File: src/rtl/ck_rst_pkg.sv
// Shared types and helpers for the reset sequencer: FSM state encoding,
// reset-cause codes and counter width calculation.
package ck_rst_pkg;

  typedef enum logic [2:0] {
    ST_WAIT_LOCK  = 3'd0,
    ST_STABLE     = 3'd1,
    ST_REL_PERIPH = 3'd2,
    ST_RUN        = 3'd3,
    ST_SW_HOLD    = 3'd4
  } rst_state_t;

  localparam int unsigned CAUSE_W = 2;

  localparam logic [CAUSE_W-1:0] CAUSE_POR  = 2'b00;
  localparam logic [CAUSE_W-1:0] CAUSE_LOCK = 2'b01;
  localparam logic [CAUSE_W-1:0] CAUSE_SW   = 2'b10;
  localparam logic [CAUSE_W-1:0] CAUSE_WDT  = 2'b11;

  // One spare bit above the largest terminal count so the counter cannot wrap.
  function automatic int unsigned cnt_width(input int unsigned a,
                                            input int unsigned b,
                                            input int unsigned c);
    int unsigned m;
    m = a;
    if (b > m) m = b;
    if (c > m) m = c;
    return $clog2(m) + 1;
  endfunction

endpackage

File: src/rtl/rst_sync2.sv
// Two-flop level synchronizer for an asynchronous input, cleared
// asynchronously by an active-high reset.
module rst_sync2 (
  input  logic clk,
  input  logic rst,
  input  logic d,
  output logic q
);

  logic meta_q, meta_d;
  logic sync_q, sync_d;

  always_comb begin
    meta_d = d;
    sync_d = meta_q;
  end

  always_ff @(posedge clk or posedge rst) begin
    if (rst) begin
      meta_q <= 1'b0;
      sync_q <= 1'b0;
    end else begin
      meta_q <= meta_d;
      sync_q <= sync_d;
    end
  end

  assign q = sync_q;

endmodule

File: src/rtl/sys_rst_seq.sv
// Reset sequencer: qualifies PLL lock, then releases peripheral and core
// resets in order; handles lock loss and software resets.
// Optional watchdog reset source enabled by defining WDT_RST_EN.
module sys_rst_seq
  import ck_rst_pkg::*;
#(
  parameter int unsigned LOCK_STABLE_CYC = 16,
  parameter int unsigned CORE_DELAY_CYC  = 8,
  parameter int unsigned SW_HOLD_CYC     = 4
`ifdef WDT_RST_EN
  ,
  parameter int unsigned WDT_TIMEOUT     = 1024
`endif
) (
  input  logic               sys_clk,
  input  logic               sys_rst,
  input  logic               pll_locked,
  input  logic               sw_rst_req,
`ifdef WDT_RST_EN
  input  logic               wdt_kick,
`endif
  output logic               periph_rst_n,
  output logic               core_rst_n,
  output logic               rst_busy,
  output logic [CAUSE_W-1:0] rst_cause
);

  localparam int unsigned CNT_W = cnt_width(LOCK_STABLE_CYC, CORE_DELAY_CYC, SW_HOLD_CYC);

  localparam logic [CNT_W-1:0] LOCK_LAST = CNT_W'(LOCK_STABLE_CYC - 1);
  localparam logic [CNT_W-1:0] CORE_LAST = CNT_W'(CORE_DELAY_CYC - 1);
  localparam logic [CNT_W-1:0] SW_LAST   = CNT_W'(SW_HOLD_CYC - 1);

  rst_state_t         state_q, state_d;
  logic [CNT_W-1:0]   cnt_q, cnt_d;
  logic [CAUSE_W-1:0] cause_q, cause_d;
  logic               periph_rst_n_q, periph_rst_n_d;
  logic               core_rst_n_q, core_rst_n_d;
  logic               rst_busy_q, rst_busy_d;
  logic               lock_s;
  logic               wdt_expire;

  rst_sync2 u_lock_sync (
    .clk (sys_clk),
    .rst (sys_rst),
    .d   (pll_locked),
    .q   (lock_s)
  );

`ifdef WDT_RST_EN
  localparam int unsigned WDT_W = $clog2(WDT_TIMEOUT) + 1;
  localparam logic [WDT_W-1:0] WDT_LAST = WDT_W'(WDT_TIMEOUT - 1);

  logic [WDT_W-1:0] wdt_q, wdt_d;

  // Watchdog counts only while running; kicks and leaving RUN clear it.
  always_comb begin
    wdt_expire = (state_q == ST_RUN) && (wdt_q == WDT_LAST);
    wdt_d      = '0;
    if ((state_q == ST_RUN) && (state_d == ST_RUN) && !wdt_kick) begin
      wdt_d = wdt_q + WDT_W'(1);
    end
  end

  always_ff @(posedge sys_clk or posedge sys_rst) begin
    if (sys_rst) begin
      wdt_q <= '0;
    end else begin
      wdt_q <= wdt_d;
    end
  end
`else
  assign wdt_expire = 1'b0;
`endif

  // State, sequencing counter and cause register.
  always_ff @(posedge sys_clk or posedge sys_rst) begin
    if (sys_rst) begin
      state_q <= ST_WAIT_LOCK;
      cnt_q   <= '0;
      cause_q <= CAUSE_POR;
    end else begin
      state_q <= state_d;
      cnt_q   <= cnt_d;
      cause_q <= cause_d;
    end
  end

  // Next-state logic; reset events override the per-state sequencing.
  always_comb begin
    state_d = state_q;
    cnt_d   = cnt_q;
    cause_d = cause_q;

    case (state_q)
      ST_WAIT_LOCK: begin
        cnt_d = '0;
        if (lock_s) state_d = ST_STABLE;
      end
      ST_STABLE: begin
        if (!lock_s) begin
          state_d = ST_WAIT_LOCK;
          cnt_d   = '0;
        end else if (cnt_q == LOCK_LAST) begin
          state_d = ST_REL_PERIPH;
          cnt_d   = '0;
        end else begin
          cnt_d = cnt_q + CNT_W'(1);
        end
      end
      ST_REL_PERIPH: begin
        if (cnt_q == CORE_LAST) begin
          state_d = ST_RUN;
          cnt_d   = '0;
        end else begin
          cnt_d = cnt_q + CNT_W'(1);
        end
      end
      ST_RUN: begin
        cnt_d = '0;
      end
      ST_SW_HOLD: begin
        if (cnt_q == SW_LAST) begin
          state_d = ST_REL_PERIPH;
          cnt_d   = '0;
        end else begin
          cnt_d = cnt_q + CNT_W'(1);
        end
      end
      default: begin
        state_d = ST_WAIT_LOCK;
        cnt_d   = '0;
      end
    endcase

    if ((state_q == ST_REL_PERIPH) || (state_q == ST_RUN) || (state_q == ST_SW_HOLD)) begin
      if (!lock_s) begin
        state_d = ST_WAIT_LOCK;
        cnt_d   = '0;
        cause_d = CAUSE_LOCK;
      end else if (wdt_expire) begin
        state_d = ST_SW_HOLD;
        cnt_d   = '0;
        cause_d = CAUSE_WDT;
      end else if (sw_rst_req) begin
        state_d = ST_SW_HOLD;
        cnt_d   = '0;
        cause_d = CAUSE_SW;
      end
    end
  end

  // Outputs decoded from the next state so they register in step with it.
  always_comb begin
    periph_rst_n_d = (state_d == ST_REL_PERIPH) || (state_d == ST_RUN);
    core_rst_n_d   = (state_d == ST_RUN);
    rst_busy_d     = (state_d != ST_RUN);
  end

  always_ff @(posedge sys_clk or posedge sys_rst) begin
    if (sys_rst) begin
      periph_rst_n_q <= 1'b0;
      core_rst_n_q   <= 1'b0;
      rst_busy_q     <= 1'b1;
    end else begin
      periph_rst_n_q <= periph_rst_n_d;
      core_rst_n_q   <= core_rst_n_d;
      rst_busy_q     <= rst_busy_d;
    end
  end

  assign periph_rst_n = periph_rst_n_q;
  assign core_rst_n   = core_rst_n_q;
  assign rst_busy     = rst_busy_q;
  assign rst_cause    = cause_q;

endmodule

File: config.mk
export PLATFORM = sky130hd
export DESIGN_NAME = sys_rst_seq
export DESIGN_NICKNAME = d
export VERILOG_FILES = /design/src/rtl/ck_rst_pkg.sv /design/src/rtl/rst_sync2.sv /design/src/rtl/sys_rst_seq.sv
export SDC_FILE = /design/constraint.sdc
export NUM_CORES = 1
export LEC_CHECK = 0
export CAP_MARGIN = 15
export CORE_MARGIN = 1.5
export CORE_UTILIZATION = 47
export CTS_CLUSTER_SIZE = 14
export DETAILED_ROUTE_END_ITERATION = 12
export MAX_ROUTING_LAYER = met4
export PLACE_DENSITY = 0.69
export SYNTH_ARGS = -nofsm -noshare
export SYNTH_HDL_FRONTEND = slang
export SYNTH_HIERARCHICAL = 1
export SYNTH_SLANG_ARGS = --single-unit
File: constraint.sdc
create_clock -name sys_clk -period 4.8 [get_ports sys_clk]
set_clock_uncertainty 0.2 [all_clocks]
set_input_delay 0.96 -clock sys_clk [delete_from_list [all_inputs] [get_ports sys_clk]]
set_output_delay 0.96 -clock sys_clk [all_outputs]
set_load 0.05 [all_outputs]
==> flow_summary.toml, run 1 <==
[detailed_routing]
wl_per_cell_um = 11.8
wirelength_um = 1270
vias_per_cell = 5.42
drt_iter0_drc = 14
drc = 0
antenna_left = 0
vias = 585
drt_first_pass_iters = 2

[global_route]
antenna_found_initial = 0
grt_pass1_vias = 535
grt_use_met3 = 0.0720
grt_max_degree = 14
top_usage_layer = "met2"
grtUsageMet1 = 0.179
grt_pass1_wl_um = 2190
met2_usage = 0.249
grt_util_all_layers = 0.158
globalRouteOverflowTotal = 0

[worst_setup_path]
cp_top_family = "buffers and inverters"
max_stage_delay_ns = 0.78
worstPathRequired_ns = 3.64
crit_type = "flop to primary output"
path_cells = "clkdlybuf4s50_1"
worst-path-buf-inv = 1
slowest_stage = "clkdlybuf4s50_1"
crit_arrival_ns = 1.58
crit_fanout = 1
critPathLaunchType = "flop"
worstSetupEndpointType = "primary output"

[synth]
post_synth.cell_area_avg_um2 = 10.2
ys_dominant_reg_cell = "dfrtp_1"
syn_inst = 82
syn-num-nets = 89
yosysSeqAreaShare = 0.452
postSynth.asyncResetShare = 1.00
synth_area_leaders = "dfrtp_1, nor2_1, ha_1, inv_1, dfstp_2"
synth_area_um2 = 833
ys_seq_elements = 15
yosys_warnings = 6
yosys.area.top_type_share = 0.420
synth_edf_count = 0
synthDistinctLibCells = 33
synth_top_area_cell = "dfrtp_1"

[cts]
cts_setup_buffers = 0
path_clk_slew_ns = 0.08
htree_levels = 1
tritoncts = "done"
cts_buffers = 3
clk_path_buf_depth = 2
clock_latency_ns = 0.28
cts_hold_buf = 0
root_buffer = "clkbuf_4"
cts_resized = 0
cts.sinks = 15

[placement]
portBuffers = 8
place.gp.congestion = 0.736
detailed_place_hpwl_um = 990
pre_cts_ws_ns = 2.35

[timing]
setup_viol = 0
max_freq_ghz = 0.366
finalMaxSlewViolations = 0
final_hold_viol_count = 0
finalWorstSetupSlack_ns = 2.06
rsz0062_at_grt = "false"
worst_slew_pin_slew_ns = 0.488
relSlewSlack = 0.674
setup_tns_ns = 0
min_period_ns = 2.74
period_share = 0.570

[outcome]
status = "finished clean"

[cells_and_area]
drive_above_1_share = 0.121
syn_to_final_growth_pct = 12.2
fin_nets = 99
n_fill_cell = 149
num_antenna_cells = 0

[hold_path]
hp-class = "flop to flop"

[flow_run]
cap_violations = 0

[pwr]
ir_worst_vdd_mv = 0.168
intPower_uw = 164
power_frac_seq = 0.623
p_total_uw = 210
swShare = 0.219
p_leak_nw = 0.445
p_per_area_nw_per_um2 = 224
pwr-share-comb = 0.052
switchingPower_uw = 45.9
clockPowerShare = 0.325

[floorplan]
die_y_um = 45.1
dieArea_um2 = 2030
die_x_um = 45.1
row_count = 15
initial_utilization = 0.493
core_area_um2 = 1690
io-pin-count = 9
-- layout by cell type (no fill, tap or decap) --
cell	instances
nor2_1	11
o21ai_1	3
a21o_1	1
xor2_1	2
and2_1	3
and4bb_1	1
nand4bb_1	2
nand3_1	2
a31oi_1	2
dfstp_2	1
dfrtp_1	14
clkdlybuf4s50_1	8
clkbuf_4	3
or2_1	1
o22ai_1	2
clkinv_2	1
nor3b_1	1
nor2b_1	1
mux2i_1	2
o22ai_2	1
or2b_1	1
o32ai_2	1
nand2b_1	3
nor3_1	1
ha_1	3
or2_2	1
o21a_1	2
inv_2	1
inv_1	8
nand3b_1	1
nor4b_4	1
a21oi_1	4
or3b_4	1
nand2_1	1
-- cell type report --
class / instances / area, um^2 / area share
multi-input combinational: 55 / 395 / 0.423
sequential: 15 / 377 / 0.403
tap: 17 / 21.3 / 0.0228
timing repair buffer: 8 / 80.1 / 0.0857
clock buffer: 3 / 22.5 / 0.0241
clock inverter: 1 / 5.00 / 0.00535
inverter: 9 / 33.8 / 0.0361
-- registers in the layout, indices dropped and copies added, names as in the netlist --
signal and flops:
cnt_q 5, rst_cause 2, core_rst_n 1, state_q 3
u_lock_sync/q 1, rst_busy 1, periph_rst_n 1, u_lock_sync/meta_q 1
-- stage by stage --
stage	util	hold WS (ns)	cells	area [um^2]
after CTS	0.553	0.166	108	935
final	0.553	0.159	108	935
after global placement	0.537	0.140	104	907
after global routing	0.553	0.189	108	935
after detailed placement	0.537	0.146	104	907
after floorplan	-	0.131	82	833
-- metal layers --
metal,up-vias,wire length [um]
met3,2,53
met4,0,14
li1,299,-
met1,274,593
met5,-,0
met2,10,612
-- synth_stat cells, types with 2 or more instances --
| master | count |
|---|---|
| dfrtp_1 | 14 |
| nor2_1 | 11 |
| inv_1 | 8 |
| a21oi_1 | 4 |
| and2_1 | 3 |
| ha_1 | 3 |
| nand2b_1 | 3 |
| o21ai_1 | 3 |
| a31oi_1 | 2 |
| buf_6 | 2 |
| mux2i_1 | 2 |
| nand3_1 | 2 |
| nand4bb_1 | 2 |
| o21a_1 | 2 |
| o22ai_1 | 2 |
| xor2_1 | 2 |
-- kinds of logic (layout without fill, tap and decap cells) --
logic type	after synthesis	in the layout	share of synthesized area
muxes	2	2	0.0240
adders and majority gates	3	3	0.0450
AOI/OAI and AO/OA	16	16	0.134
xor gates and xnor gates	2	2	0.0210
and+or+nand+nor	32	32	0.251
DFF	15	15	0.452
buffers and inverters	12	21	0.0736
-- power by group through the flow --
stage | registers (mW) | logic (mW) | clock network, mW
6_report | 0.131 | 0.0109 | 0.0681
4_1_cts | 0.131 | 0.0112 | 0.0718
3_3_place_gp | 0.133 | 0.0112 | 0
3_5_place_dp | 0.133 | 0.0112 | 0
5_1_grt | 0.131 | 0.0127 | 0.0794
2_1_floorplan | 0.132 | 0.00807 | 0
-- final timing paths --
path,startpoint,slack (ns),depth (start not counted),endpoint
worst max-delay path,rst_busy,2.06,1,rst_busy
max in group asynchronous,sys_rst,3.23,2,rst_busy
worst max register to register,cnt_q[0],3.02,7,state_q[1]
min in group asynchronous,sys_rst,0.65,2,u_lock_sync/meta_q
worst min-delay path,u_lock_sync/meta_q,0.16,0,u_lock_sync/q
worst min register to register,u_lock_sync/meta_q,0.16,0,u_lock_sync/q
No activity file was read; power rests on OpenSTA's default activity.
==> run 2: changes to the inputs <==
==> constraint.sdc (replaced) <==
create_clock -name sys_clk -period 2.75 [get_ports sys_clk]
set_clock_uncertainty 0.2 [all_clocks]
set_input_delay 0.55 -clock sys_clk [delete_from_list [all_inputs] [get_ports sys_clk]]
set_output_delay 0.55 -clock sys_clk [all_outputs]
set_load 0.05 [all_outputs]
==> run 2 against run 1 <==
Net effect:
- die area unchanged
- routed wire length grew 0.47%
- register-to-register slack got worse by 2.1 ns
- setup slack got worse by 1.6 ns
- non-clock buffer count is the same
- total power grew 75%
- critical endpoint unchanged
==> flow_summary.toml, run 2 (synthesis gave the netlist of run 1 again) <==
[timing]
relSlewSlack = 0.673
max_freq_ghz = 0.430
final_hold_viol_count = 0
rsz0062_at_grt = "false"
worst_slew_pin_slew_ns = 0.489
finalWorstSetupSlack_ns = 0.423
finalMaxSlewViolations = 0
setup_viol = 0
period_share = 0.846
min_period_ns = 2.33
setup_tns_ns = 0

[cells_and_area]
fin_util = 0.553
syn_to_final_growth_pct = 12.2
final_cell_mix = "dfrtp_1, nor2_1, inv_1, clkdlybuf4s50_1, a21oi_1"
drive_above_1_share = 0.121
final_common_cell = "dfrtp_1"
num_antenna_cells = 0
top_register = "cnt_q"
fin_nets = 99
n_fill_cell = 154
largest_reg_flops = 5

[floorplan]
die_x_um = 45.1
dieArea_um2 = 2030
die_y_um = 45.1
initial_utilization = 0.493
core_area_um2 = 1690
row_count = 15
io-pin-count = 9

[placement]
place.gp.congestion = 0.736
pre_cts_ws_ns = 0.716
detailed_place_hpwl_um = 995
portBuffers = 8

[global_route]
grt_pass1_wl_um = 2090
grt_max_degree = 14
grt_util_all_layers = 0.153
globalRouteOverflowTotal = 0
grt_pass1_vias = 508
antenna_found_initial = 0

[detailed_routing]
wl_per_cell_um = 11.8
vias = 596
drc = 0
vias_per_cell = 5.52
drt_iter0_drc = 15
antenna_left = 0
wirelength_um = 1280
drt_first_pass_iters = 4

[cts]
cts_resized = 0
cts_buffers = 3
path_clk_slew_ns = 0.08
clk_path_buf_depth = 2
tritoncts = "done"
cts_hold_buf = 0
clock_latency_ns = 0.28
root_buffer = "clkbuf_4"
htree_levels = 1
cts_setup_buffers = 0
cts.sinks = 15

[worst_setup_path]
rr_endpoint = "state_q[1]"
crit_type = "flop to primary output"
path_cells = "clkdlybuf4s50_1"
cp_top_family = "buffers and inverters"
worstPathRequired_ns = 2.00
reg2reg_from = "cnt_q[0]"
critPathLaunchType = "flop"
ff2ff_path_depth = 7
worst-path-buf-inv = 1
crit_arrival_ns = 1.58
ff2ff_setup_slack_ns = 0.96
worstSetupEndpointType = "primary output"
crit_fanout = 1
max_stage_delay_ns = 0.78
slowest_stage = "clkdlybuf4s50_1"

[pwr]
p_leak_nw = 0.445
p_total_uw = 366
p_per_area_nw_per_um2 = 391
ir_worst_vdd_mv = 0.259

[hold_path]
hold-path-endpoint = "u_lock_sync/q"
hold_depth = 0
holdCritStartpoint = "u_lock_sync/meta_q"
hp-class = "flop to flop"

[flow_run]
cap_violations = 0

[outcome]
status = "finished clean"
run 2: cell counts in the layout (fill, tap and decap cells not counted):
No cell type changed its count.
run 2: worst max-delay path by stage:
stage	slack, ns	from	end	cells after the start
floorplan	1.10	cnt_q[0]	periph_rst_n	7
global placement	0.72	rst_busy	rst_busy	1
CTS	0.41	rst_busy	rst_busy	1
finish	0.42	rst_busy	rst_busy	1
detailed placement	0.72	sw_rst_req	cnt_q[3]	5
global route	0.36	rst_busy	rst_busy	1
run 2: per-layer routing:
layer / vias up / share of wire / global-route usage
li1: 295 / - / -
met1: 288 / 0.45 / 0.173
met2: 11 / 0.50 / 0.246
met3: 2 / 0.048 / 0.0720
met4: 0 / 0.0047 / 0.0353
met5: - / 0 / -
run 2: layout make-up:
type                    instances  area (um^2)  area share
repair buffers                  8         80.1      0.0857
inverters                       9         33.8      0.0361
flip-flops and latches         15          377       0.403
clock buffers                   3         22.5      0.0241
multi-input cells              55          395       0.423
clock inverters                 1         5.00     0.00535
well taps                      17         21.3      0.0228
run 2: per-stage QoR:
| step | hold slack [ns] | instance area [um^2] | cells |
|---|---|---|---|
| 2_1_floorplan | 0.0912 | 833 | 82 |
| 3_3_place_gp | 0.140 | 907 | 104 |
| 3_5_place_dp | 0.146 | 907 | 104 |
| 4_1_cts | 0.166 | 935 | 108 |
| 5_1_grt | 0.188 | 935 | 108 |
| 6_report | 0.158 | 935 | 108 |
run 2: power breakdown:
group	internal (mW)	total, mW	switching, mW
clock	0.0539	0.119	0.0649
combinational	0.00842	0.0190	0.0106
sequential	0.223	0.228	0.00468
total	0.286	0.366	0.0801
